--- config.mk ---
export PLATFORM = sky130hd
export DESIGN_NAME = decommutator
export DESIGN_NICKNAME = d
export VERILOG_FILES = /design/src/rtl/filt_ppi_pkg.sv /design/src/rtl/dff.sv /design/src/rtl/decommutator.sv
export SDC_FILE = /design/constraint.sdc
export NUM_CORES = 2
export LEC_CHECK = 0
export ABC_AREA = 1
export ABC_CLOCK_PERIOD_IN_PS = 2700
export BUFFER_PORTS_ARGS = -buffer_cell sky130_fd_sc_hd__clkbuf_2
export CAP_MARGIN = 30
export CORE_MARGIN = 3
export CORE_UTILIZATION = 25
export CTS_BUF_LIST = sky130_fd_sc_hd__clkbuf_8 sky130_fd_sc_hd__clkbuf_16
export DETAILED_ROUTE_END_ITERATION = 7
export PLACE_DENSITY = 0.52
export SETUP_SLACK_MARGIN = 0.2
export SLEW_MARGIN = 30
export SYNTH_ARGS = -nofsm -noshare
export SYNTH_HDL_FRONTEND = slang
export SYNTH_SLANG_ARGS = --single-unit
--- constraint.sdc ---
create_clock -name i_clk -period 2.7 [get_ports i_clk]
set_input_delay 0.405 -clock i_clk [delete_from_list [all_inputs] [get_ports i_clk]]
set_output_delay 0.405 -clock i_clk [all_outputs]
set_load 0.005 [all_outputs]
--- src/rtl/filt_ppi_pkg.sv ---
// Shared definitions for the polyphase filter path: rotation direction
// constants and the commutator position-index width helper.
package filt_ppi_pkg;

  localparam bit C_DIR_CW  = 1'b0;
  localparam bit C_DIR_CCW = 1'b1;

  // Never narrower than one bit, so a position counter always exists.
  function automatic int idx_width(input int n);
    return (n > 1) ? $clog2(n) : 1;
  endfunction

endpackage

--- src/rtl/dff.sv ---
// Enabled register bank element with asynchronous active-low clear.
module dff #(
  parameter int WIDTH = 1
) (
  input  logic             clk,
  input  logic             rst_n,
  input  logic             ena,
  input  logic [WIDTH-1:0] d,
  output logic [WIDTH-1:0] q
);

  always_ff @(posedge clk or negedge rst_n) begin
    if (!rst_n) begin
      q <= '0;
    end else if (ena) begin
      q <= d;
    end
  end

endmodule

--- src/rtl/decommutator.sv ---
// Serial-to-parallel input commutator: steers consecutive samples into D
// polyphase slots and presents a full frame with a one-cycle strobe.
module decommutator
  import filt_ppi_pkg::*;
#(
  parameter bit gp_ccw               = C_DIR_CCW,
  parameter int gp_idata_width       = 26,
  parameter int gp_decimation_factor = 32
) (
  input  logic                                           i_clk,
  input  logic                                           i_rst_an,
  input  logic                                           i_ena,
  input  logic                                           i_sync,
  input  logic [gp_idata_width-1:0]                      i_data,
  output logic [gp_decimation_factor*gp_idata_width-1:0] o_data,
  output logic                                           o_clk,
  output logic [idx_width(gp_decimation_factor)-1:0]     o_idx
);

  localparam int W  = gp_idata_width;
  localparam int D  = gp_decimation_factor;
  localparam int IW = idx_width(D);
  localparam logic [IW-1:0] LAST_POS = IW'(D - 1);

  logic [IW-1:0] idx_reg;
  logic          strobe_reg;
  logic          accept;
  logic          frame_done;
  logic [W-1:0]  stage_q [D-1];

  assign accept     = i_ena & ~i_sync;
  assign frame_done = accept & (idx_reg == LAST_POS);

  // Staging is indexed by frame position; direction only matters when
  // the output bank picks its slots.
  generate
    for (genvar gi = 0; gi < D - 1; gi++) begin : g_stage
      logic wr;
      if (gi == 0) begin : g_first
        assign wr = i_ena & (i_sync | (idx_reg == '0));
      end else begin : g_rest
        assign wr = accept & (idx_reg == IW'(gi));
      end

      dff #(.WIDTH(W)) u_stage (
        .clk   (i_clk),
        .rst_n (i_rst_an),
        .ena   (wr),
        .d     (i_data),
        .q     (stage_q[gi])
      );
    end
  endgenerate

  generate
    for (genvar gi = 0; gi < D; gi++) begin : g_out
      localparam int POS = gp_ccw ? gi : (D - 1 - gi);
      logic [W-1:0] slot_d;
      // The last position of the frame comes straight from the input.
      if (POS == D - 1) begin : g_live
        assign slot_d = i_data;
      end else begin : g_staged
        assign slot_d = stage_q[POS];
      end

      dff #(.WIDTH(W)) u_out (
        .clk   (i_clk),
        .rst_n (i_rst_an),
        .ena   (frame_done),
        .d     (slot_d),
        .q     (o_data[gi*W +: W])
      );
    end
  endgenerate

  always_ff @(posedge i_clk or negedge i_rst_an) begin
    if (!i_rst_an) begin
      idx_reg    <= '0;
      strobe_reg <= 1'b0;
    end else begin
      strobe_reg <= frame_done;
      if (i_ena) begin
        if (i_sync) begin
          idx_reg <= IW'(1);
        end else if (idx_reg == LAST_POS) begin
          idx_reg <= '0;
        end else begin
          idx_reg <= idx_reg + IW'(1);
        end
      end
    end
  end

  assign o_idx = idx_reg;
  assign o_clk = strobe_reg;

endmodule

Yosys cells after proc, flatten, opt, wreduce, memory -nomap -nowiden:

Cells that the tools add are included.
W data, S select, Z words.

* add/sub/neg operators: 1
* mux-type cells: 2
* reduce and logical (&&, ||, !) cells: 1
* bitwise operators: 35
* eq/ne operators: 31

Operators with widths (count)
* $eq A5 B5 Y1 const B: 16
* $eq A5 B4 Y1 const B: 8
* $and A1 B1 Y1: 33
* $eq A5 B3 Y1 const B: 4
* $eq A5 B2 Y1 const B: 2
* $mux W5: 2
* $add A5 B1 Y5 const B: 1
* $eq A5 B1 Y1 const B: 1
* $logic_not A5 Y1: 1
* $not A1 Y1: 1
* $or A1 B1 Y1: 1

* register bits after elaboration: 1644
* input bits: 30

Depth between registers and ports, before layout:

* depth after elaboration: 3
* depth in mapped cells: 12
* mapped depth without buffers: 8

By module:

Synthesis repeated with hierarchy kept, for this count alone.

* cells, all modules: 7029
* area, all modules: 65112.4 um2

Modules (own cells, without submodules)
* dff: seq. area each 650.6 um2, area an instance 1023.5 um2, cells each 110, instances 63
* decommutator: seq. area each 150.1 um2, area an instance 633.1 um2, cells each 99, instances 1

Worst setup path before layout:

OpenSTA, ideal clock, no wires.

* kind: flip-flop to flip-flop
* start point: register idx_reg[0], in the netlist o_idx[0]
* end point: register g_out[12].u_out.q[0]
* cell stages (with the launch flop): 13
* buffers on the path: 4
* arrival: 1884 ps
* path slack: 693 ps
* required time: 2577 ps
* cells stage by stage: dfrtp_1 -> ha_1 -> inv_1 -> nor2_1 -> ha_1 -> inv_2 -> buf_2 -> nor2_4 -> buf_4 -> buf_4 -> buf_2 -> nand2_1 -> nand2_1

* longest elaborated chain between the ends: 2

Ends and longest elaborated chain
* start, declared: RTL line decommutator.sv:25 `logic [IW-1:0] idx_reg;`
* start signal, assigned: RTL line decommutator.sv:88 `idx_reg <= idx_reg + IW'(1);`
* $eq A5 B5 Y1: RTL line decommutator.sv:32 `assign frame_done = accept & (idx_reg == LAST_POS);`
* $and A1 B1 Y1: RTL line decommutator.sv:32
* end signal, assigned: RTL line dff.sv:14 `q <= '0;`
* end signal, assigned: RTL line dff.sv:16 `q <= d;`
* end, declared: RTL line dff.sv:9 `output logic [WIDTH-1:0] q`

No other way between the ends.
A chain may end at the register's enable or synchronous reset.

Worst setup path after layout:

* start point: register idx_reg[0], in the netlist o_idx[0]
* end point: register g_out[17].u_out.q[1]

* longest elaborated chain between the ends: 2

Ends and longest elaborated chain (RTL line)
* $eq A5 B5 Y1: decommutator.sv:32
* $and A1 B1 Y1: decommutator.sv:32
* end signal, assigned: dff.sv:14
* end signal, assigned: dff.sv:16
* end, declared: dff.sv:9

No other way between the ends.

==> results_dict.tcl <==
set metrics [dict create \
    ys_warn_count 0 \
    rsz0062_at_grt "yes" \
    wl_met2_um 109000 \
    cts_buffers 179 \
    gp_congestion 0.821 \
    synth_ff_type "dfrtp_1" \
    io_buffers 867 \
    rows 182 \
    p_switching_mw 13.7 \
    overflow 0 \
    ioPinCount 868 \
    muxShareOfSynthArea_pct 0 \
    cp_cell_sequence "ha_1, inv_1, nor2_1, ha_1, inv_8, buf_16, o21ai_0, nand2_1" \
    path_buf_inv 3 \
    ir_drop_mv 0.608 \
    antenna_left 0 \
    setup-violations-final 0 \
    synth-adder-area-share_pct 0.121 \
    synth-edff-count 0 \
    synth_top_area_share_pct 66.2 \
    tns_ps 0 \
    min_period_over_period_pct 86.9 \
    clockBufferDepth 3 \
    cellLeakagePower_nw 41.0 \
    cp_max_fo 197 \
    maxSlewHeadroom_pct 32.4 \
    combPwrFrac_pct 5.8 \
    slew_violations 0 \
    start_util_pct 25.2 \
    grt_pass1_vias 48138 \
    async_flop_share_pct 100 \
    die_h_um 505 \
    slowest_delay_ps 470 \
    drt-pass1-iter-count 5 \
    path_common_cell "ha_1" \
    nets 7244 \
    vias 49361 \
    grt_first_pass_wirelength_um 348000 \
    hp-class "in2reg" \
    grt_max_degree 200 \
    syn-cell-area_um2 62200 \
    fin_worst_skew_ps 30.9 \
    grtUsageTotal_pct 18.4 \
    fmax_mhz 426 \
    wl_per_cell_um 22.6 \
    routed.top_layer "met4" \
    routed_wl_um 241000 \
    p_per_area_nw_per_um2 716 \
    required_ps 3480 \
    clock_sinks 1644 \
    dr_wl_met3_um 17300 \
    syn_to_final_growth_pct 23.2 \
    antenna_found_initial 18 \
    synth_top_family_by_area "simple AND/OR/NAND/NOR gates" \
    yosysTopAreaCell "dfrtp_1" \
    worst_pin_slew_ps 1010 \
    synth_cell_types 26 \
    drive_gt1_share_pct 19.0 \
    cts_tree "built" \
    pre_cts_slack_ps 165 \
    final_common_cell "nand2_1" \
    syn_area_per_cell_um2 9.65 \
    ys_seq_area_share_pct 66.2 \
    synth_compound_area_share_pct 13.1 \
    vias_per_cell 4.63 \
    post-route-min-period_ps 2350 \
    slowest_stage "buf_16" \
    drtIter0Drc 4711 \
    nFillCells 25734 \
    cp.arrival_ps 3120 \
    p_int_mw 41.1 \
    critPathLaunchType "register" \
    crit_type "reg2reg" \
    dpl.hpwl_um 156000 \
    core_area_um2 247000 \
    fp.dieW_um 505 \
    synthSimpleGateAreaFrac_pct 16.3 \
    insertion_delay_ps 840 \
    fin_ws_ps 354 \
    layout.cells.most_common_list "nand2_1 (2558), dfrtp_1 (1644), o21ai_0 (1061)" \
    status "complete, no violations" \
    drc 0 \
    wl_met1_um 106000 \
    ys_ff_latch 1644 \
    die-area_um2 255000 \
    path_delay_family "buffers and inverters" \
    pwr-share-clk_pct 44.8 \
    synth.area.top_cells "dfrtp_1 (66%), nand2_1 (15%), o21ai_0 (8.5%), o21ai_1 (4.2%), clkbuf_1 (1.5%)" \
    synth_nets 6478 \
    syn_inst 6442 \
    end_kind "register" \
    p_seq_share_pct 49.4 \
    hold_viol_final 0 \
    cts_max_level 4 \
    max_cap_violations 0 \
    clkTransAtPathRegs_ps 60 \
    p_sw_share_pct 24.9 \
    synthXorXnorAreaFrac_pct 0 \
    root_buffer "clkbuf_16" \
]
[worst min-delay path: stages]
cell,delay [ps]
clkbuf_2,130
nand2_8,240
o21ai_0,120
nand2_1,60
[sequential cells by signal, indices dropped and copies added, names as in the netlist]
| name | count |
|---|---|
| o_clk | 1 |
| g_out.u_out.q | 832 |
| o_idx | 5 |
| g_stage.u_stage.q | 806 |
[per-stage QoR]
stage | hold WS (ps) | utilization [%] | power [mW] | cells | cell area (µm²)
3_5_place_dp | 457 | 28.5 | 30.8 | 10307 | 70300
5_1_grt | 140 | 31.0 | 57.1 | 10657 | 76600
3_3_place_gp | 451 | 28.5 | 30.6 | 10307 | 70300
6_report | 159 | 31.1 | 54.8 | 10661 | 76600
4_1_cts | 66.0 | 31.0 | 55.6 | 10651 | 76500
2_1_floorplan | 109 | - | 28.8 | 6442 | 62200
[Yosys cell counts (16+ instances only)]
| cell type | instances |
|---|---|
| clkbuf_1 | 255 |
| nand3_1 | 30 |
| nand2_4 | 20 |
| o21ai_1 | 528 |
| o21ai_0 | 1061 |
| nand2_1 | 2562 |
| inv_1 | 36 |
| buf_4 | 48 |
| buf_6 | 31 |
| dfrtp_1 | 1644 |
| buf_2 | 149 |
| o21a_1 | 26 |
| nor2_1 | 16 |
[power groups by stage]
stage	Clock (mW)	Sequential, mW	Combinational [mW]
2_1_floorplan	0	27.2	1.56
3_3_place_gp	0	27.5	3.15
3_5_place_dp	0	27.5	3.24
4_1_cts	25.2	27.1	3.28
5_1_grt	26.2	27.3	3.66
6_report	24.5	27.1	3.18
[metal layers]
metal / vias to the layer above / GRT usage (%)
met5: - / 0
met2: 1771 / 28.4
met3: 364 / 3.98
li1: 22382 / -
met4: 0 / 7.08
met1: 24844 / 25.1
[cell families (layout without fill, tap and decap cells)]
family          after synthesis  after routing
compound gates             1618           1618
flops                      1644           1644
buf+inv                     534           1434
simple gates               2640           2641
other cells                   0              6
fa+ha+maj                     6              6
[layout make-up]
class                           count  area [µm²]  area share (%)
Inverter                           43         181           0.237
Antenna cell                        6        15.0          0.0196
Tap cell                         3312        4140            5.41
Clock inverter                     91         767            1.00
Multi-Input combinational cell   4265       18400            24.1
Timing Repair Buffer             1075        6760            8.83
Sequential cell                  1644       41100            53.7
Clock buffer                      225        5130            6.71
[path summary, 6_finish.rpt]
check / from / end / slack (ps) / depth (start not counted)
worst max-delay path: o_idx[0] / g_out[17].u_out.q[1] / 350 / 8
worst min-delay path: i_ena / g_out[0].u_out.q[15] / 160 / 4
worst max register to register: o_idx[0] / g_out[17].u_out.q[1] / 350 / 8
worst min register to register: g_stage[2].u_stage.q[6] / g_out[2].u_out.q[6] / 450 / 2
max in group asynchronous: i_rst_an / g_stage[14].u_stage.q[18] / 1390 / 3
min in group asynchronous: i_rst_an / g_out[27].u_out.q[16] / 240 / 2
[what timing repair did]
action                                  in CTS  in global routing
endpoints found under the setup margin      23                265
endpoints found under the hold margin      197                  0
setup buffers                                0                  2
pin swaps                                    1                  2
gates resized for setup                      0                  6
cloned                                       1                  2
hold buffers                                27                  0
No activity file was read; power rests on OpenSTA's default activity.
